===== src/rtl/checksum_gen.sv =====
// checksum_gen: passes a FRAME_LEN-bit serial payload through with one cycle
// of latency, then appends its CS_WIDTH-bit CRC MSB-first on the same stream.
//
// Ports:
//   tck_i    clock, rising edge
//   rst_ni   asynchronous active-low reset
//   start_i  frame start pulse, honoured only in IDLE
//   data_i   serial payload bit
//   valid_i  data_i is valid
//   ready_o  data_i is accepted this cycle (PAYLOAD only)
//   data_o   registered serial output bit
//   valid_o  registered data_o qualifier
//   done_o   high with the last checksum bit on data_o
//   busy_o   high outside IDLE
//   crc_o    checksum of the last completed payload
module checksum_gen #(
    parameter int unsigned          FRAME_LEN = 72,
    parameter int unsigned          CS_WIDTH  = 16,
    parameter logic [CS_WIDTH-1:0]  POLY      = 16'h1021,
    parameter logic [CS_WIDTH-1:0]  INIT      = 16'hFFFF
) (
    input  logic                tck_i,
    input  logic                rst_ni,
    input  logic                start_i,
    input  logic                data_i,
    input  logic                valid_i,
    output logic                ready_o,
    output logic                data_o,
    output logic                valid_o,
    output logic                done_o,
    output logic                busy_o,
    output logic [CS_WIDTH-1:0] crc_o
);

    localparam int unsigned MAXW = (FRAME_LEN > CS_WIDTH) ? FRAME_LEN : CS_WIDTH;
    localparam int unsigned CW   = $clog2(MAXW) + 1;

    typedef logic [CW-1:0] cnt_t;

    localparam cnt_t LAST_PL = cnt_t'(FRAME_LEN - 1);
    localparam cnt_t LAST_CS = cnt_t'(CS_WIDTH - 1);

    typedef enum logic [1:0] {
        IDLE,
        PAYLOAD,
        APPEND,
        DONE
    } state_t;

    state_t              state_q, state_d;
    logic [CS_WIDTH-1:0] crc_q, crc_d;
    logic [CS_WIDTH-1:0] crc_out_q, crc_out_d;
    logic [CS_WIDTH-1:0] crc_nx;
    cnt_t                cnt_q, cnt_d;
    logic                data_q, data_d;
    logic                valid_q, valid_d;
    logic                fb;

    always_comb begin
        state_d   = state_q;
        crc_d     = crc_q;
        crc_out_d = crc_out_q;
        cnt_d     = cnt_q;
        data_d    = data_q;
        valid_d   = 1'b0;
        fb        = 1'b0;
        crc_nx    = crc_q;
        unique case (state_q)
            IDLE: begin
                if (start_i) begin
                    state_d = PAYLOAD;
                    crc_d   = INIT;
                    cnt_d   = '0;
                end
            end
            PAYLOAD: begin
                if (valid_i) begin
                    fb      = crc_q[CS_WIDTH-1] ^ data_i;
                    crc_nx  = (crc_q << 1) ^ (fb ? POLY : '0);
                    crc_d   = crc_nx;
                    data_d  = data_i;
                    valid_d = 1'b1;
                    if (cnt_q == LAST_PL) begin
                        state_d   = APPEND;
                        crc_out_d = crc_nx;
                        cnt_d     = '0;
                    end else begin
                        cnt_d = cnt_q + 1'b1;
                    end
                end
            end
            APPEND: begin
                // Shift the finished CRC out MSB-first, one bit per cycle.
                data_d  = crc_q[CS_WIDTH-1];
                valid_d = 1'b1;
                crc_d   = crc_q << 1;
                if (cnt_q == LAST_CS) begin
                    state_d = DONE;
                    cnt_d   = '0;
                end else begin
                    cnt_d = cnt_q + 1'b1;
                end
            end
            DONE: begin
                state_d = IDLE;
            end
            default: begin
                state_d = IDLE;
            end
        endcase
    end

    always_ff @(posedge tck_i or negedge rst_ni) begin
        if (!rst_ni) begin
            state_q   <= IDLE;
            crc_q     <= INIT;
            crc_out_q <= '0;
            cnt_q     <= '0;
            data_q    <= 1'b0;
            valid_q   <= 1'b0;
        end else begin
            state_q   <= state_d;
            crc_q     <= crc_d;
            crc_out_q <= crc_out_d;
            cnt_q     <= cnt_d;
            data_q    <= data_d;
            valid_q   <= valid_d;
        end
    end

    // The last checksum bit is held on data_o during DONE.
    assign ready_o = (state_q == PAYLOAD);
    assign busy_o  = (state_q != IDLE);
    assign done_o  = (state_q == DONE);
    assign data_o  = data_q;
    assign valid_o = valid_q;
    assign crc_o   = crc_out_q;

endmodule


===== config.mk =====
export PLATFORM = sky130hd
export DESIGN_NAME = checksum_gen
export DESIGN_NICKNAME = d
export VERILOG_FILES = /design/src/rtl/checksum_gen.sv
export SDC_FILE = /design/constraint.sdc
export NUM_CORES = 1
export LEC_CHECK = 0
export ABC_AREA = 1
export BUFFER_PORTS_ARGS = -buffer_cell sky130_fd_sc_hd__buf_2
export CORE_MARGIN = 2
export CORE_UTILIZATION = 52
export DETAILED_ROUTE_END_ITERATION = 7
export GPL_ROUTABILITY_DRIVEN = 0
export GPL_TIMING_DRIVEN = 0
export PLACE_DENSITY_LB_ADDON = 0.3
export SLEW_MARGIN = 0
export SYNTH_ARGS = -nofsm -noshare
export SYNTH_HDL_FRONTEND = slang
export SYNTH_SLANG_ARGS = --single-unit

===== constraint.sdc =====
create_clock -name tck_i -period 1.4 [get_ports tck_i]
set_input_delay 0.28 -clock tck_i [delete_from_list [all_inputs] [get_ports tck_i]]
set_output_delay 0.28 -clock tck_i [all_outputs]
set_load 0.01 [all_outputs]

==> metrics, run 1 <==
status=finished, violations left; violated checks=setup timing; area grow syn2layout=24.17%; register area share after synthesis=0.4967; Peak supply drop=1.026 mV; die area=0.004884 mm²; Cell variety after synth=28; syn_nets=265; Reg power frac=0.328; row count=23; Leakage=1.469 nW; DR top layer=met4; area post-placement=0.002467 mm²; largest net degree at the start of global routing=45; Routed wire per std cell=13.99 µm; CTS buffer count=5; max_slew headroom=0.3549; first-pass GRT wire length=8418 µm; vias in the first global route=1759; number of max-cap violations=0; DRT iter0 DRCs=109; Die W=69.89 µm; routed vias/inst=5.234; Power, Total=6.053 mW; crit-path max FO=5; Sw Share=0.4132; total gr overflow=0; Pwr per Cell Area=2160 mW/mm²; Storage cell area=0.001122 mm²; via count=1853; post-layout util=0.6859; IO buf count=25; Data required, critical path=1.63 ns; Final Cycle Share=1.102; CTS root buf=clkbuf_8; H-tree levels=2; synthesized area=0.002257 mm²; Avg Cell Area, Syn=8.852 µm²; Slew Viols, Final=0; Clock Power Share=0.126; fill cell count=317; P_int=3.552 mW; met2 wire len=2440 µm; Fin Clk Skew=0.002332 ns; Finished Layout Cells=354; initial antenna violation count=0; Total GRT Usage=0.2147; final non-filler cell area=0.002803 mm²; Switch Pwr=2.501 mW; diodes inserted=0; Hold WC Path Type=in2async; placed cell count=330; Worst Setup Slack, final=-0.1433 ns; nature of the critical path startpoint=register; Peak Freq=648.0 MHz; DP Wirelength=3183 µm; clock-pin slew on the worst setup and hold paths=0.08 ns; crit path DAT=1.77 ns; Clk Latency, worst-skew pair=0.29 ns; CTS tree=yes; cts hold-fix bufs=0; Routed met1 length=2233 µm; Fin. Hold Viols=0; Synth Register Bits=44; CTS Sinks=44; Bufs on Longest Clock Path=2; Die Height=69.89 µm; RSZ-0062 raised after global routing=true; Core Region=0.004086 mm²; Initial DRT Pass Iterations=4; power share of the combinational group=0.546; final-report setup violation count=41; min Tclk post-route=1.543 ns; Starting Density=0.5524; CP Capture Type=register; layout net count=314; # IOs=26; worst slew pin tran=0.9676 ns; Syn Inst Count=255; YS warnings=0; DRC=0; area of the multi-input gates=0.001076 mm²; share of cells above drive strength 1=0.4178; Detail Route Antenna Nets=0; WL met3=189 µm; WL final=4951 µm; CP Class=reg2reg
[cell families (layout without fill, tap and decap cells)]
group | count (synthesis) | count (layout) | share of synthesized area
adder cells (fa/ha/maj) | 5 | 5 | 0.02772
AO/OA/AOI/OAI | 48 | 48 | 0.1463
XOR/XNOR | 1 | 1 | 0.003881
flip-flops | 44 | 44 | 0.4967
AND/OR/NAND/NOR | 123 | 124 | 0.2522
buffers and inverters | 34 | 82 | 0.07317
[through the flow]
step	hold WS (ns)	setup TNS [ns]	worst slack, ns
floorplan	-0.01559	-0.2384	-0.01707
global placement	0.4594	-4.591	-0.1753
detailed placement	0.4637	-6.413	-0.2171
CTS	0.1675	-2.352	-0.1034
global route	0.2184	-6.873	-0.2306
finish	0.1220	-3.136	-0.1433
[final cells by class]
type / instances / share of cell area
Clock buffer: 5 / 0.02455
Inverter: 26 / 0.03839
Buffer: 8 / 0.03214
Tap cell: 50 / 0.02232
Clock inverter: 2 / 0.004464
Multi-Input combinational cell: 178 / 0.3839
Timing Repair Buffer: 41 / 0.09375
Sequential cell: 44 / 0.4004
[path summary, 6_finish.rpt]
path	cells after the start	slack, ns	to	start
worst max-delay path	11	-0.14	cnt_q[4]	state_q[1]
worst min-delay path	1	0.12	valid_o	rst_ni
worst max register to register	11	-0.14	cnt_q[4]	state_q[1]
worst min register to register	2	0.48	crc_o[9]	crc_o[9]
max in group asynchronous	1	0.61	state_q[0]	rst_ni
min in group tck_i	3	0.27	data_o	data_i
[worst max-delay path, stage by stage, from the launching register on]
cell and delay [ns]:
dfrtp_1 0.40, inv_2 0.07, ha_4 0.16, buf_6 0.12
nand2_4 0.06, nand2_4 0.07, nor2_8 0.15, buf_6 0.14
nand2_2 0.06, nand2_2 0.09, nand2_2 0.05, a21oi_2 0.09
[sequential cells by signal, indices dropped and copies added, names as in the netlist]
register and flops:
crc_o 16, crc_q 16, cnt_q 8, state_q 2
data_o 1, valid_o 1
[placed cells by master (no fill, tap or decap), types with 3 or more instances in the layout]
master	count
a2bb2oi_2	5
nor2_1	10
o21a_1	4
inv_2	8
a2bb2oi_1	3
buf_4	13
nand3_1	14
a21oi_2	7
nand2_1	76
o21ai_0	3
inv_1	16
buf_6	8
ha_2	3
o21ai_1	14
clkbuf_8	5
dfstp_2	16
buf_2	26
o21ai_2	3
nand2_2	11
dfrtp_1	27
nand2_4	5
a21oi_1	7
[routing by layer]
layer / global-route usage / vias up
li1: - / 923
met2: 0.3418 / 35
met1: 0.2861 / 886
met5: 0 / -
met4: 0.07906 / 0
met3: 0.05051 / 9
[power groups by stage]
stage / clock [mW] / combinational, mW / sequential (mW)
2_1_floorplan: 0 / 2.03 / 1.95
3_3_place_gp: 0 / 2.49 / 1.99
3_5_place_dp: 0 / 2.54 / 2.01
4_1_cts: 0.785 / 2.97 / 1.98
5_1_grt: 0.846 / 3.62 / 2.03
6_report: 0.760 / 3.30 / 1.99
[what timing repair did]
item / in CTS / in global routing
gates resized for setup: 19 / 19
pin swaps: 3 / 10
setup buffers: 9 / 5
endpoints found under the setup margin: 46 / 47
gates cloned: 2 / 1
[cells in the mapped netlist]
library cell,instances,area [µm²]
inv_2,6,22.52
buf_2,4,20.02
inv_1,19,71.32
nand2_1,84,315.3
nand2_4,5,56.30
o21bai_1,1,7.510
o21ai_2,3,26.28
nor3_1,1,5.000
ha_1,5,62.56
a2bb2oi_1,3,26.28
o21ai_0,4,20.02
o21a_1,4,30.03
dfstp_2,16,420.4
xor2_1,1,8.760
inv_4,1,6.260
a2bb2oi_2,5,75.07
a31oi_1,1,6.260
a21oi_2,1,8.760
nor2_4,1,11.26
nor2_1,11,41.29
dfrtp_1,28,700.7
o21ai_1,13,65.06
buf_6,4,45.04
nand3_1,15,75.07
nor2_2,1,6.260
nor2_8,2,40.04
a21oi_1,13,65.06
nand2_2,3,18.77
No activity file was read; power rests on OpenSTA's default activity.
==> run 2: changes to the inputs <==
Settings changed: SETUP_SLACK_MARGIN set to 0.1.
==> metrics, run 2 (synthesis gave the netlist of run 1 again) <==
status=finished, violations left; violated checks=setup timing; P_int=4.205 mW; crit path DAT=1.78 ns; cts hold-fix bufs=0; diodes inserted=0; WL final=5687 µm; Total GRT Usage=0.2290; crit-path max FO=7; final-report setup violation count=44; Bufs on Longest Clock Path=2; Slew Viols, Final=0; Final Cycle Share=1.106; Reg power frac=0.289; worst slew pin tran=0.9662 ns; H-tree levels=2; clock-pin slew on the worst setup and hold paths=0.09 ns; CP Class=reg2reg; Switch Pwr=2.952 mW; Routed wire per std cell=15.75 µm; largest net degree at the start of global routing=45; CTS Sinks=44; max_slew headroom=0.3559; vias in the first global route=1898; # IOs=26; DRT iter0 DRCs=113; CP Capture Type=register; Peak Freq=645.7 MHz; Clk Latency, worst-skew pair=0.30 ns; area of the multi-input gates=0.001212 mm²; min Tclk post-route=1.549 ns; first-pass GRT wire length=8928 µm; fill cell count=253; Die W=69.89 µm; post-layout util=0.7624; DRC=0; initial antenna violation count=0; CTS buffer count=5; routed vias/inst=5.396; Core Region=0.004086 mm²; Clock Power Share=0.144; die area=0.004884 mm²; Worst Setup Slack, final=-0.1488 ns; via count=1948; Storage cell area=0.001124 mm²; Fin. Hold Viols=0; Starting Density=0.5524; Fin Clk Skew=0.01107 ns; Leakage=1.568 nW; total gr overflow=0; row count=23; Die Height=69.89 µm; commonest non-fill, non-tap cell in the layout=nand2_1; Peak supply drop=1.183 mV; Initial DRT Pass Iterations=5; most frequent cells in the layout=nand2_1, dfrtp_1, buf_2, inv_1, dfstp_2; RSZ-0062 raised after global routing=true; Data required, critical path=1.63 ns; layout net count=320; setup TNS=-4.059 ns; power share of the combinational group=0.567; CTS tree=yes; Pwr per Cell Area=2297 mW/mm²; IO buf count=25; area grow syn2layout=38.03%; CTS root buf=clkbuf_8; Power, Total=7.158 mW; DP Wirelength=3146 µm; number of max-cap violations=0; Detail Route Antenna Nets=0; share of cells above drive strength 1=0.4823; dpl ws=-0.2061 ns; Hold WC Path Type=in2async; nature of the critical path startpoint=register; Sw Share=0.4125
## run 2: worst max-delay path, stage by stage (launching register included)
cell and delay, ns:
dfrtp_2 0.45, inv_2 0.09, ha_2 0.21, nand2_1 0.09, nand2_4 0.11, nor2_8 0.05, nand2_4 0.17, inv_8 0.07
buf_12 0.14, a2bb2oi_2 0.11
## run 2: final cells by class
class | count | share of cell area
tap | 50 | 0.02008
buffer | 8 | 0.03494
sequential | 44 | 0.3606
timing repair buffer | 47 | 0.1209
clock inverter | 2 | 0.01245
multi-input combinational | 178 | 0.3892
clock buffer | 6 | 0.02651
inverter | 26 | 0.03534
## run 2: routing by layer
metal  part of all wire  GRT usage  routed length [µm]  vias to the layer above
met5                  0          0                   0                        -
met4              0.028    0.08547                 157                        0
met3              0.060    0.04185                 339                       19
met2               0.49     0.3841                2812                       61
met1               0.42     0.2955                2378                      940
li1                   -          -                   -                      928
## run 2: worst paths after layout
check	start	to	slack (ns)	depth (start not counted)
hold reg to reg	crc_o[7]	crc_o[7]	0.48	2
setup reg to reg	state_q[1]	crc_q[7]	-0.15	9
hold / removal	rst_ni	data_o	0.12	1
min in group tck_i	data_i	data_o	0.27	3
max in group asynchronous	rst_ni	state_q[0]	0.61	1
setup / recovery	state_q[1]	crc_q[7]	-0.15	9
## run 2: power by group through the flow
stage	sequential (mW)	combinational (mW)	clock, mW
2_1_floorplan	1.97	2.21	0
3_3_place_gp	2.00	2.68	0
3_5_place_dp	2.01	2.74	0
4_1_cts	2.02	3.58	1.05
5_1_grt	2.11	4.34	1.10
6_report	2.07	4.05	1.03
## run 2: timing repair
| item | 4_1_cts | 5_1_grt |
|---|---|---|
| gates cloned | 3 | 1 |
| gates resized for setup | 44 | 21 |
| pin swaps | 7 | 11 |
| setup buffers | 13 | 6 |
| setup endpoints to repair | 47 | 47 |
| hold endpoints to repair | 0 | 0 |
## run 2: stage by stage
stage | cell area [µm²] | hold slack, ns | instances
4_1_cts | 2977 | 0.1514 | 354
6_report | 3115 | 0.1236 | 361
2_1_floorplan | 2325 | -0.01559 | 255
3_5_place_dp | 2512 | 0.4638 | 330
5_1_grt | 3115 | 0.1860 | 361
3_3_place_gp | 2512 | 0.4608 | 330
==> run 3: changes to the inputs <==
Settings changed: CORE_UTILIZATION 52 to 46.
==> metrics, run 3 (synthesis gave the netlist of run 1 again) <==
status=finished, violations left; violated checks=setup timing; Initial DRT Pass Iterations=4; Buf/Inv on CP=3; Pwr per Cell Area=2294 mW/mm²; commonest non-fill, non-tap cell in the layout=nand2_1; CTS buffer count=5; largest net degree at the start of global routing=45; crit path DAT=1.76 ns; WL final=4970 µm; Routed wire per std cell=13.40 µm; share of cells above drive strength 1=0.4309; layout net count=313; Final Cycle Share=1.089; Total GRT Usage=0.1936; reg2reg start=state_q[0]; DRT iter0 DRCs=90; first-pass GRT wire length=8211 µm; number of max-cap violations=0; DRC=0; CTS Sinks=44; initial antenna violation count=0; Worst Setup Slack, final=-0.1243 ns; FF-to-FF setup slack=-0.12 ns; Hold WC Path Type=in2async; Bufs on Longest Clock Path=2; cell family with most CP delay=flip-flops; CP peak stage delay=0.47 ns; R2R Path End=crc_q[7]; CP Class=reg2reg; clock-pin slew on the worst setup and hold paths=0.09 ns; Cell Chain, Critical Path=ha_4, buf_8, nand2_4, nand2_4, nor2_8, buf_6, buf_12, a2bb2oi_2; total gr overflow=0; power share of the combinational group=0.549; CP Capture Type=register; Peak supply drop=1.057 mV; setup TNS=-2.305 ns; CTS tree=yes; Die Height=74.05 µm; crit-path max FO=10; CTS root buf=clkbuf_8; area grow syn2layout=29.10%; most frequent cells in the layout=nand2_1, dfrtp_1, buf_2, o21ai_1, dfstp_2; # IOs=26; row count=25; slowest cell on the critical path=dfrtp_2; diodes inserted=0; RSZ-0062 raised after global routing=true; H-tree levels=2; dpl ws=-0.2017 ns; via count=1836; cts hold-fix bufs=0; Switch Pwr=2.761 mW; nature of the critical path startpoint=register; Leakage=1.490 nW; worst slew pin tran=0.9466 ns; vias in the first global route=1776; post-layout util=0.6170; Sw Share=0.4131; Clock Power Share=0.149; fill cell count=397; Peak Freq=656.1 MHz; DP Wirelength=3203 µm; Fin. Hold Viols=0; Starting Density=0.4779; Fin Clk Skew=0.01057 ns; Core Region=0.004723 mm²; Clk Latency, worst-skew pair=0.30 ns; Top cell by count, worst path=nand2_4; Die W=74.05 µm; max_slew headroom=0.3689; IO buf count=25; Data required, critical path=1.63 ns; P_int=3.923 mW; routed vias/inst=4.949; die area=0.005483 mm²; worst reg-to-reg path cell count=8; min Tclk post-route=1.524 ns; Slew Viols, Final=0; Detail Route Antenna Nets=0; final-report setup violation count=36; Reg power frac=0.302
-- run 3: cell count changes in the layout (fill, tap and decap cells not counted), moves of 3 or more --
cell and delta:
nand3_2 -3, nand2_2 -5, buf_8 -3, nand2_1 +8
nor2_2 +3, nand3_1 +4
-- run 3: stage by stage --
step	instances	total power [mW]	hold slack [ns]	instance area, µm²
3_3_place_gp	347	4.706	0.4601	2534
4_1_cts	364	6.183	0.1574	2789
2_1_floorplan	255	4.170	-0.01559	2325
6_report	371	6.684	0.1199	2914
5_1_grt	371	7.168	0.1984	2914
3_5_place_dp	347	4.753	0.4647	2534
-- run 3: worst max path at each step --
stage	from	end	slack (ns)	cells after the start
3_5_place_dp	state_q[0]	crc_q[6]	-0.20	7
3_3_place_gp	state_q[0]	crc_q[11]	-0.19	7
6_report	state_q[0]	crc_q[7]	-0.12	8
5_1_grt	state_q[1]	cnt_q[7]	-0.18	10
2_1_floorplan	state_q[1]	crc_q[0]	-0.01	9
4_1_cts	state_q[1]	cnt_q[0]	-0.11	10
-- run 3: power by group through the flow --
stage	Combinational [mW]	Clock (mW)	Sequential, mW
global placement	2.69	0	2.01
floorplan	2.21	0	1.97
global route	4.01	1.09	2.07
CTS	3.17	1.02	2.00
detailed placement	2.74	0	2.02
finish	3.67	0.996	2.02
-- run 3: final cells by class --
class / instances / area, µm² / share of cell area
repair inverters: 1 / 8.758 / 0.003006
clock buffers: 5 / 68.82 / 0.02362
repair buffers: 39 / 250.2 / 0.08587
plain buffers: 8 / 102.6 / 0.03521
clock inverters: 3 / 46.29 / 0.01589
inverters: 26 / 112.6 / 0.03864
multi-input cells: 178 / 1119 / 0.3839
flip-flops and latches: 44 / 1122 / 0.3851
well taps: 67 / 83.83 / 0.02877
-- run 3: per-layer routing --
| metal | track usage | vias to the layer above | wire length, µm | share of wire |
|---|---|---|---|---|
| li1 | - | 922 | - | - |
| met1 | 0.2464 | 869 | 2270 | 0.46 |
| met2 | 0.3363 | 39 | 2506 | 0.50 |
| met3 | 0.03794 | 6 | 136 | 0.027 |
| met4 | 0.05253 | 0 | 55 | 0.011 |
| met5 | 0 | - | 0 | 0 |
-- run 3: repair_timing --
action | in CTS | in global routing
pin swaps | 5 | 3
resized for setup | 18 | 21
endpoints found under the setup margin | 47 | 47
cloned | 2 | 2
setup buffers | 7 | 5
